===== src/rtl/alu_seq_pkg.sv =====
// Shared definitions for the ALU sequencer: state encoding, default widths
// and the largest legal EXEC settle count.
package alu_seq_pkg;

  localparam int DATA_W_DEF = 16;
  localparam int OP_W_DEF   = 3;
  localparam int SETTLE_MAX = 15;
  localparam int CNT_W      = 4;

  localparam logic [2:0] ST_IDLE_ENC   = 3'd0;
  localparam logic [2:0] ST_LOAD_A_ENC = 3'd1;
  localparam logic [2:0] ST_LOAD_B_ENC = 3'd2;
  localparam logic [2:0] ST_EXEC_ENC   = 3'd3;
  localparam logic [2:0] ST_DRIVE_ENC  = 3'd4;
  localparam logic [2:0] ST_RESP_ENC   = 3'd5;

  typedef enum logic [2:0] {
    IDLE   = ST_IDLE_ENC,
    LOAD_A = ST_LOAD_A_ENC,
    LOAD_B = ST_LOAD_B_ENC,
    EXEC   = ST_EXEC_ENC,
    DRIVE  = ST_DRIVE_ENC,
    RESP   = ST_RESP_ENC
  } state_t;

  // The ALU sees the latched opcode only while the datapath is being worked.
  function automatic logic drives_opcode(input state_t st);
    logic result;
    case (st)
      LOAD_A, LOAD_B, EXEC, DRIVE: result = 1'b1;
      default:                     result = 1'b0;
    endcase
    return result;
  endfunction

endpackage


===== src/rtl/alu_sequencer.sv =====
// Control FSM that runs one ALU operation over the R0/R1/R2 datapath and
// returns the tri-stated result over a valid/ready response handshake.
module alu_sequencer
  import alu_seq_pkg::*;
#(
  parameter int DATA_W = DATA_W_DEF,
  parameter int OP_W   = OP_W_DEF,
  parameter int SETTLE = 0
) (
  input  logic              clk,
  input  logic              rst,
  input  logic              cmd_valid,
  output logic              cmd_ready,
  input  logic [OP_W-1:0]   cmd_op,
  input  logic [DATA_W-1:0] cmd_a,
  input  logic [DATA_W-1:0] cmd_b,
  output logic [DATA_W-1:0] bus_drive,
  output logic              bus_oe,
  output logic [OP_W-1:0]   opCode,
  output logic              ALUin1,
  output logic              ALUin2,
  output logic              ALU_outlach,
  output logic              ALU_outEN,
  input  logic [DATA_W-1:0] bus_out,
  output logic              rsp_valid,
  input  logic              rsp_ready,
  output logic [DATA_W-1:0] rsp_data,
  output logic              busy
);

  // SETTLE is limited to SETTLE_MAX so the 4-bit counter never wraps.
  localparam logic [CNT_W-1:0] SETTLE_CNT = CNT_W'(SETTLE);

  state_t              state_r, state_s;
  logic [OP_W-1:0]     op_r, op_s;
  logic [DATA_W-1:0]   a_r, a_s;
  logic [DATA_W-1:0]   b_r, b_s;
  logic [CNT_W-1:0]    cnt_r, cnt_s;
  logic [DATA_W-1:0]   rsp_data_r, rsp_data_s;

  logic                cmd_ready_r, cmd_ready_s;
  logic [DATA_W-1:0]   bus_drive_r, bus_drive_s;
  logic                bus_oe_r, bus_oe_s;
  logic [OP_W-1:0]     opcode_r, opcode_s;
  logic                alu_in1_r, alu_in1_s;
  logic                alu_in2_r, alu_in2_s;
  logic                alu_outlach_r, alu_outlach_s;
  logic                alu_outen_r, alu_outen_s;
  logic                rsp_valid_r, rsp_valid_s;
  logic                busy_r, busy_s;

  // Next state plus command, counter and result register updates.
  always_comb begin
    state_s    = state_r;
    op_s       = op_r;
    a_s        = a_r;
    b_s        = b_r;
    cnt_s      = cnt_r;
    rsp_data_s = rsp_data_r;
    case (state_r)
      IDLE: begin
        // cmd_ready_r gates the accept so the first cycle after reset is idle.
        if (cmd_valid && cmd_ready_r) begin
          state_s = LOAD_A;
          op_s    = cmd_op;
          a_s     = cmd_a;
          b_s     = cmd_b;
        end else begin
          state_s = IDLE;
        end
      end
      LOAD_A: state_s = LOAD_B;
      LOAD_B: begin
        state_s = EXEC;
        cnt_s   = {CNT_W{1'b0}};
      end
      EXEC: begin
        if (cnt_r == SETTLE_CNT) begin
          state_s = DRIVE;
          cnt_s   = {CNT_W{1'b0}};
        end else begin
          state_s = EXEC;
          cnt_s   = cnt_r + {{(CNT_W-1){1'b0}}, 1'b1};
        end
      end
      DRIVE: begin
        state_s    = RESP;
        rsp_data_s = bus_out;
      end
      RESP: begin
        if (rsp_ready) begin
          state_s = IDLE;
        end else begin
          state_s = RESP;
        end
      end
      default: state_s = IDLE;
    endcase
  end

  // Output decode from the upcoming state so every output leaves a flop.
  always_comb begin
    cmd_ready_s   = 1'b0;
    bus_drive_s   = {DATA_W{1'b0}};
    bus_oe_s      = 1'b0;
    alu_in1_s     = 1'b0;
    alu_in2_s     = 1'b0;
    alu_outlach_s = 1'b0;
    alu_outen_s   = 1'b0;
    rsp_valid_s   = 1'b0;
    case (state_s)
      IDLE:   cmd_ready_s = 1'b1;
      LOAD_A: begin
        bus_drive_s = a_s;
        bus_oe_s    = 1'b1;
        alu_in1_s   = 1'b1;
      end
      LOAD_B: begin
        bus_drive_s = b_s;
        bus_oe_s    = 1'b1;
        alu_in2_s   = 1'b1;
      end
      EXEC:    alu_outlach_s = (cnt_s == SETTLE_CNT);
      DRIVE:   alu_outen_s   = 1'b1;
      RESP:    rsp_valid_s   = 1'b1;
      default: cmd_ready_s   = 1'b0;
    endcase
    if (drives_opcode(state_s)) begin
      opcode_s = op_s;
    end else begin
      opcode_s = {OP_W{1'b0}};
    end
    busy_s = (state_s != IDLE);
  end

  // State, command fields, counter and result register.
  always_ff @(posedge clk or posedge rst) begin
    if (rst) begin
      state_r    <= IDLE;
      op_r       <= {OP_W{1'b0}};
      a_r        <= {DATA_W{1'b0}};
      b_r        <= {DATA_W{1'b0}};
      cnt_r      <= {CNT_W{1'b0}};
      rsp_data_r <= {DATA_W{1'b0}};
    end else begin
      state_r    <= state_s;
      op_r       <= op_s;
      a_r        <= a_s;
      b_r        <= b_s;
      cnt_r      <= cnt_s;
      rsp_data_r <= rsp_data_s;
    end
  end

  // Registered control outputs.
  always_ff @(posedge clk or posedge rst) begin
    if (rst) begin
      cmd_ready_r   <= 1'b0;
      bus_drive_r   <= {DATA_W{1'b0}};
      bus_oe_r      <= 1'b0;
      opcode_r      <= {OP_W{1'b0}};
      alu_in1_r     <= 1'b0;
      alu_in2_r     <= 1'b0;
      alu_outlach_r <= 1'b0;
      alu_outen_r   <= 1'b0;
      rsp_valid_r   <= 1'b0;
      busy_r        <= 1'b0;
    end else begin
      cmd_ready_r   <= cmd_ready_s;
      bus_drive_r   <= bus_drive_s;
      bus_oe_r      <= bus_oe_s;
      opcode_r      <= opcode_s;
      alu_in1_r     <= alu_in1_s;
      alu_in2_r     <= alu_in2_s;
      alu_outlach_r <= alu_outlach_s;
      alu_outen_r   <= alu_outen_s;
      rsp_valid_r   <= rsp_valid_s;
      busy_r        <= busy_s;
    end
  end

  assign cmd_ready   = cmd_ready_r;
  assign bus_drive   = bus_drive_r;
  assign bus_oe      = bus_oe_r;
  assign opCode      = opcode_r;
  assign ALUin1      = alu_in1_r;
  assign ALUin2      = alu_in2_r;
  assign ALU_outlach = alu_outlach_r;
  assign ALU_outEN   = alu_outen_r;
  assign rsp_valid   = rsp_valid_r;
  assign rsp_data    = rsp_data_r;
  assign busy        = busy_r;

endmodule


===== config.mk =====
export PLATFORM = sky130hd
export DESIGN_NAME = alu_sequencer
export DESIGN_NICKNAME = d
export VERILOG_FILES = /design/src/rtl/alu_seq_pkg.sv /design/src/rtl/alu_sequencer.sv
export SDC_FILE = /design/constraint.sdc
export NUM_CORES = 1
export LEC_CHECK = 0
export CAP_MARGIN = 20
export CORE_UTILIZATION = 44
export DETAILED_ROUTE_END_ITERATION = 10
export MAX_ROUTING_LAYER = met4
export PLACE_DENSITY_LB_ADDON = 0.12
export SETUP_SLACK_MARGIN = 0.3
export SYNTH_ARGS = -nofsm -noshare
export SYNTH_HDL_FRONTEND = slang
export SYNTH_SLANG_ARGS = --single-unit

===== constraint.sdc =====
create_clock -name clk -period 2.7 [get_ports clk]
set_input_delay 0.405 -clock clk [delete_from_list [all_inputs] [get_ports clk]]
set_output_delay 0.405 -clock clk [all_outputs]
set_load 0.03 [all_outputs]

== After elaboration in Yosys (flattened, before gate mapping) ==
Cells that the tools add are included.
W data, S select, Z words.
Word-level totals
  output and inout bits: 43
  flip-flop bits (word level): 85
  input bits: 55
  word-level logic and storage cells: 57
Cells by class
  reductions and logical operators: 8
  equal/unequal tests: 10
  mux-type cells: 22
  add/subtract/negate cells: 1
Operator list (count)
  $mux W16: 4
  $pmux W16 S2: 1
  $pmux W3 S6: 1
  $mux W3: 5
  $eq A3 B2 Y1 const B: 4
  $eq A3 B3 Y1 const B: 4
  $mux W1: 9
  $logic_not A4 Y1: 2
  $pmux W4 S2: 1
  $eq A3 B1 Y1 const B: 2
  $logic_not A3 Y1: 2
  $add A4 B1 Y4 const B: 1
  $mux W4: 1
  $reduce_or A4 Y1: 1
  $reduce_bool A3 Y1: 1
  $reduce_or A2 Y1: 1
  $logic_and A1 B1 Y1: 1

== Logic depth before layout (Yosys ltp) ==
  depth after elaboration: 7
  mapped depth: 7
  mapped depth without buffers: 5

== Worst setup path after synthesis ==
No wires, ideal clock.
  path type: register -> register
  start: reg state_r[1]
  end: reg rsp_data_r[0] (netlist: rsp_data[0])
  cell stages (with the launch flop): 7
  path slack: 1.185 ns
  arrival: 1.390 ns
  path through: dfrtp_1 -> buf_4 -> nor2_2 -> and2_1 -> buf_2 -> buf_4 -> mux2_2
On the way
  cells in the longest elaborated chain, start to end: 1
Ends and longest elaborated chain
  start, declared: line alu_sequencer.sv:34  | state_t state_r, state_s;
  start signal, assigned: line alu_sequencer.sv:146  | state_r <= state_s;
  $eq A3 B3 Y1: line alu_sequencer.sv:60  | case (state_r)
  end signal, assigned: line alu_sequencer.sv:144  | rsp_data_r <= {DATA_W{1'b0}};
  end signal, assigned: line alu_sequencer.sv:151  | rsp_data_r <= rsp_data_s;
  end, declared: line alu_sequencer.sv:39  | logic [DATA_W-1:0] rsp_data_r, rsp_data_s;
Every way passes these cells.
A chain may end at the register's enable or synchronous reset.

== Final worst setup path ==
  start: reg state_r[0]
  end: reg rsp_data_r[0] (netlist: rsp_data[0])
Same word-level chain as after synthesis.

==> flow_metrics.tcl <==
set metrics [dict create \
    synth.area.top_cells "dfrtp_1 (64%), mux2_2 (13%), a22o_1 (6.8%)" \
    cts_tree "built" \
    period_needed_ns 1.84 \
    clock_latency_ns 0.34 \
    drc 0 \
    crit_type "reg -> reg" \
    die_width_um 80.3 \
    nets 341 \
    syn_area_um2 2700 \
    rows 28 \
    utilization_pct 66.3 \
    routed_wl_um 5290 \
    dr.pass1.iters 4 \
    gp_congestion 0.686 \
    fmax_mhz 543 \
    num-fill-cells 467 \
    cts.sink_count 69 \
    synth_seq_cells 69 \
    clk_pin_slew_ns 0.07 \
    layout_common_cells "clkdlybuf4s50_1 (97), dfrtp_1 (69), mux2_2 (32)" \
    layout_setup_ws_ns 0.857 \
    synth_nets 241 \
    cts-resized-gates 0 \
    wl_per_cell_um 14.5 \
    crit_arrival_ns 2.07 \
    max-slew-margin-rel_pct 52.2 \
    antennaDiodeCount 0 \
    post-cts-setup-buffers 0 \
    grt_use_total_pct 18.9 \
    cp_slowest_cell "and2_1" \
    postLayoutCellArea_um2 3930 \
    status "finished clean" \
    power_mw 4.38 \
    grt_first_pass_wirelength_um 8550 \
    path_cells "nor2_2, and2_1, mux2_2" \
    placedCellCount 348 \
    yosysUniqueCellTypes 31 \
    ios 98 \
    yosysWarnings 0 \
    worstPathRequired_ns 2.92 \
    slew_viol_final 0 \
    fin_cells 364 \
    critPathCaptureType "flip-flop" \
    drtIter0Drc 75 \
    die_area_um2 6450 \
    power_leakage_nw 1.70 \
    io_buffers 97 \
    grt_overflow 0 \
    antenna_found_initial 0 \
    grt_max_degree 38 \
    syn_inst 184 \
    ff2ff_path_depth 3 \
    grt_use_met2_pct 27.3 \
    holdWs_ns 0.466 \
    crit_fanout 16 \
    final_common_cell "clkdlybuf4s50_1" \
    slowest_delay_ns 0.61 \
    avgViaCountPerCell 4.97 \
    setup_viol 0 \
    clock_skew_ns 0.00532 \
    placement.cell_area_um2 3720 \
    initial_core_util_pct 45.6 \
    cts_buffers 9 \
    setup.worst_path.start_class "flip-flop" \
    crit_cells 3 \
    synth-seq-area-share_pct 64.0 \
    hold_buffers 0 \
    avgSynthCellArea_um2 14.7 \
    rsz0062_at_grt "no" \
    dp.final_hpwl_um 3710 \
    cap_violations 0 \
    cts.htree.levels 3 \
    fin_tns_setup_ns 0 \
    path_buf_inv 0 \
    power.density_nw_per_um2 1120 \
    synthToLayoutAreaGrowth_pct 45.4 \
    ant_nets 0 \
    root_buffer "clkbuf_8" \
    yosysTopAreaCellShare_pct 64.0 \
    finalHoldViolations 0 \
    vias 1808 \
    cts_buffer_depth 2 \
    core_region_area_um2 5920 \
    tightest_slew_ns 0.717 \
    dieHeight_um 80.3 \
    peakVddDrop_mv 0.627 \
    place_ws_ns 0.830 \
    yosys.area.top_type "dfrtp_1" \
    crit_family "simple AND/OR/NAND/NOR gates" \
    layout-drive-gt1-share_pct 20.4 \
    gr-usage-met3_pct 6.48 \
    period_share_pct 68.3 \
    use_met1_pct 23.3 \
    grt_pass1_vias 1791 \
    grt-busiest-layer "met2" \
    hold_path_class "in -> async" \
]
[sequential cells by signal, indices dropped and copies added, names as in the netlist, 3 cells and up]
signal     flops
op_r           3
b_r           16
rsp_data      16
cnt_r          4
state_r        3
opCode         3
bus_drive     16
[synthesized netlist by cell type]
| library cell | count |
|---|---|
| nor3b_1 | 2 |
| o21a_1 | 1 |
| nor3b_2 | 1 |
| o2111ai_1 | 1 |
| o21ai_0 | 3 |
| o31ai_1 | 1 |
| mux2_1 | 5 |
| mux2_2 | 32 |
| buf_2 | 5 |
| o22ai_1 | 1 |
| a21oi_1 | 2 |
| nand2_1 | 4 |
| nor2_2 | 1 |
| nor2_1 | 3 |
| ha_1 | 2 |
| dfrtp_1 | 69 |
| or2_2 | 2 |
| buf_6 | 4 |
| or4b_1 | 1 |
| nor3_1 | 1 |
| nand2b_1 | 3 |
| a22o_1 | 21 |
| buf_4 | 3 |
| a21o_1 | 1 |
| and2_1 | 2 |
| and4b_1 | 1 |
| clkbuf_1 | 1 |
| a221o_1 | 1 |
| nand3_1 | 3 |
| inv_1 | 4 |
| nor2b_1 | 3 |
[area by class of cell]
| cell class | count | area, um2 | area share, % |
|---|---|---|---|
| multi-input combinational | 98 | 862 | 22.0 |
| timing repair buffer | 102 | 1020 | 26.0 |
| tap | 75 | 93.8 | 2.39 |
| clock buffer | 14 | 193 | 4.91 |
| sequential | 69 | 1730 | 44.0 |
| clock inverter | 2 | 13.8 | 0.351 |
| inverter | 4 | 15.0 | 0.383 |
[power by group]
part	total, mW	switching (mW)	internal, mW
clock network	0.834	0.375	0.459
logic	1.86	0.952	0.909
registers	1.68	0.222	1.46
[worst register-to-register path: stages (launching register included)]
cell and delay [ns]:
dfrtp_1 0.52, nor2_2 0.18, and2_1 0.61, mux2_2 0.43
[metal layers]
metal  wire (um)  vias to the layer above
li1            -                      858
met1        2330                      869
met2        2420                       71
met3         414                       10
met4         123                        0
met5           0                        -
[final timing paths]
path                       startpoint          end  slack, ns
max                        state_r[0]  rsp_data[0]       0.86
min                               rst  rsp_data[1]       0.47
max reg2reg                state_r[0]  rsp_data[0]       0.86
min reg2reg                    b_r[1]       b_r[1]       0.49
max in group asynchronous         rst   state_r[2]       1.88
min in group clk               b_r[1]       b_r[1]       0.49
[kinds of logic after synthesis]
group	after synthesis	share of synthesized area (%)
and+or+nand+nor	27	6.03
buffers and inverters	17	4.13
DFF	69	64.0
adders and majority gates	2	0.927
AOI/OAI and AO/OA	32	9.50
muxes	37	15.4
Power figures use the tool's default switching activity.
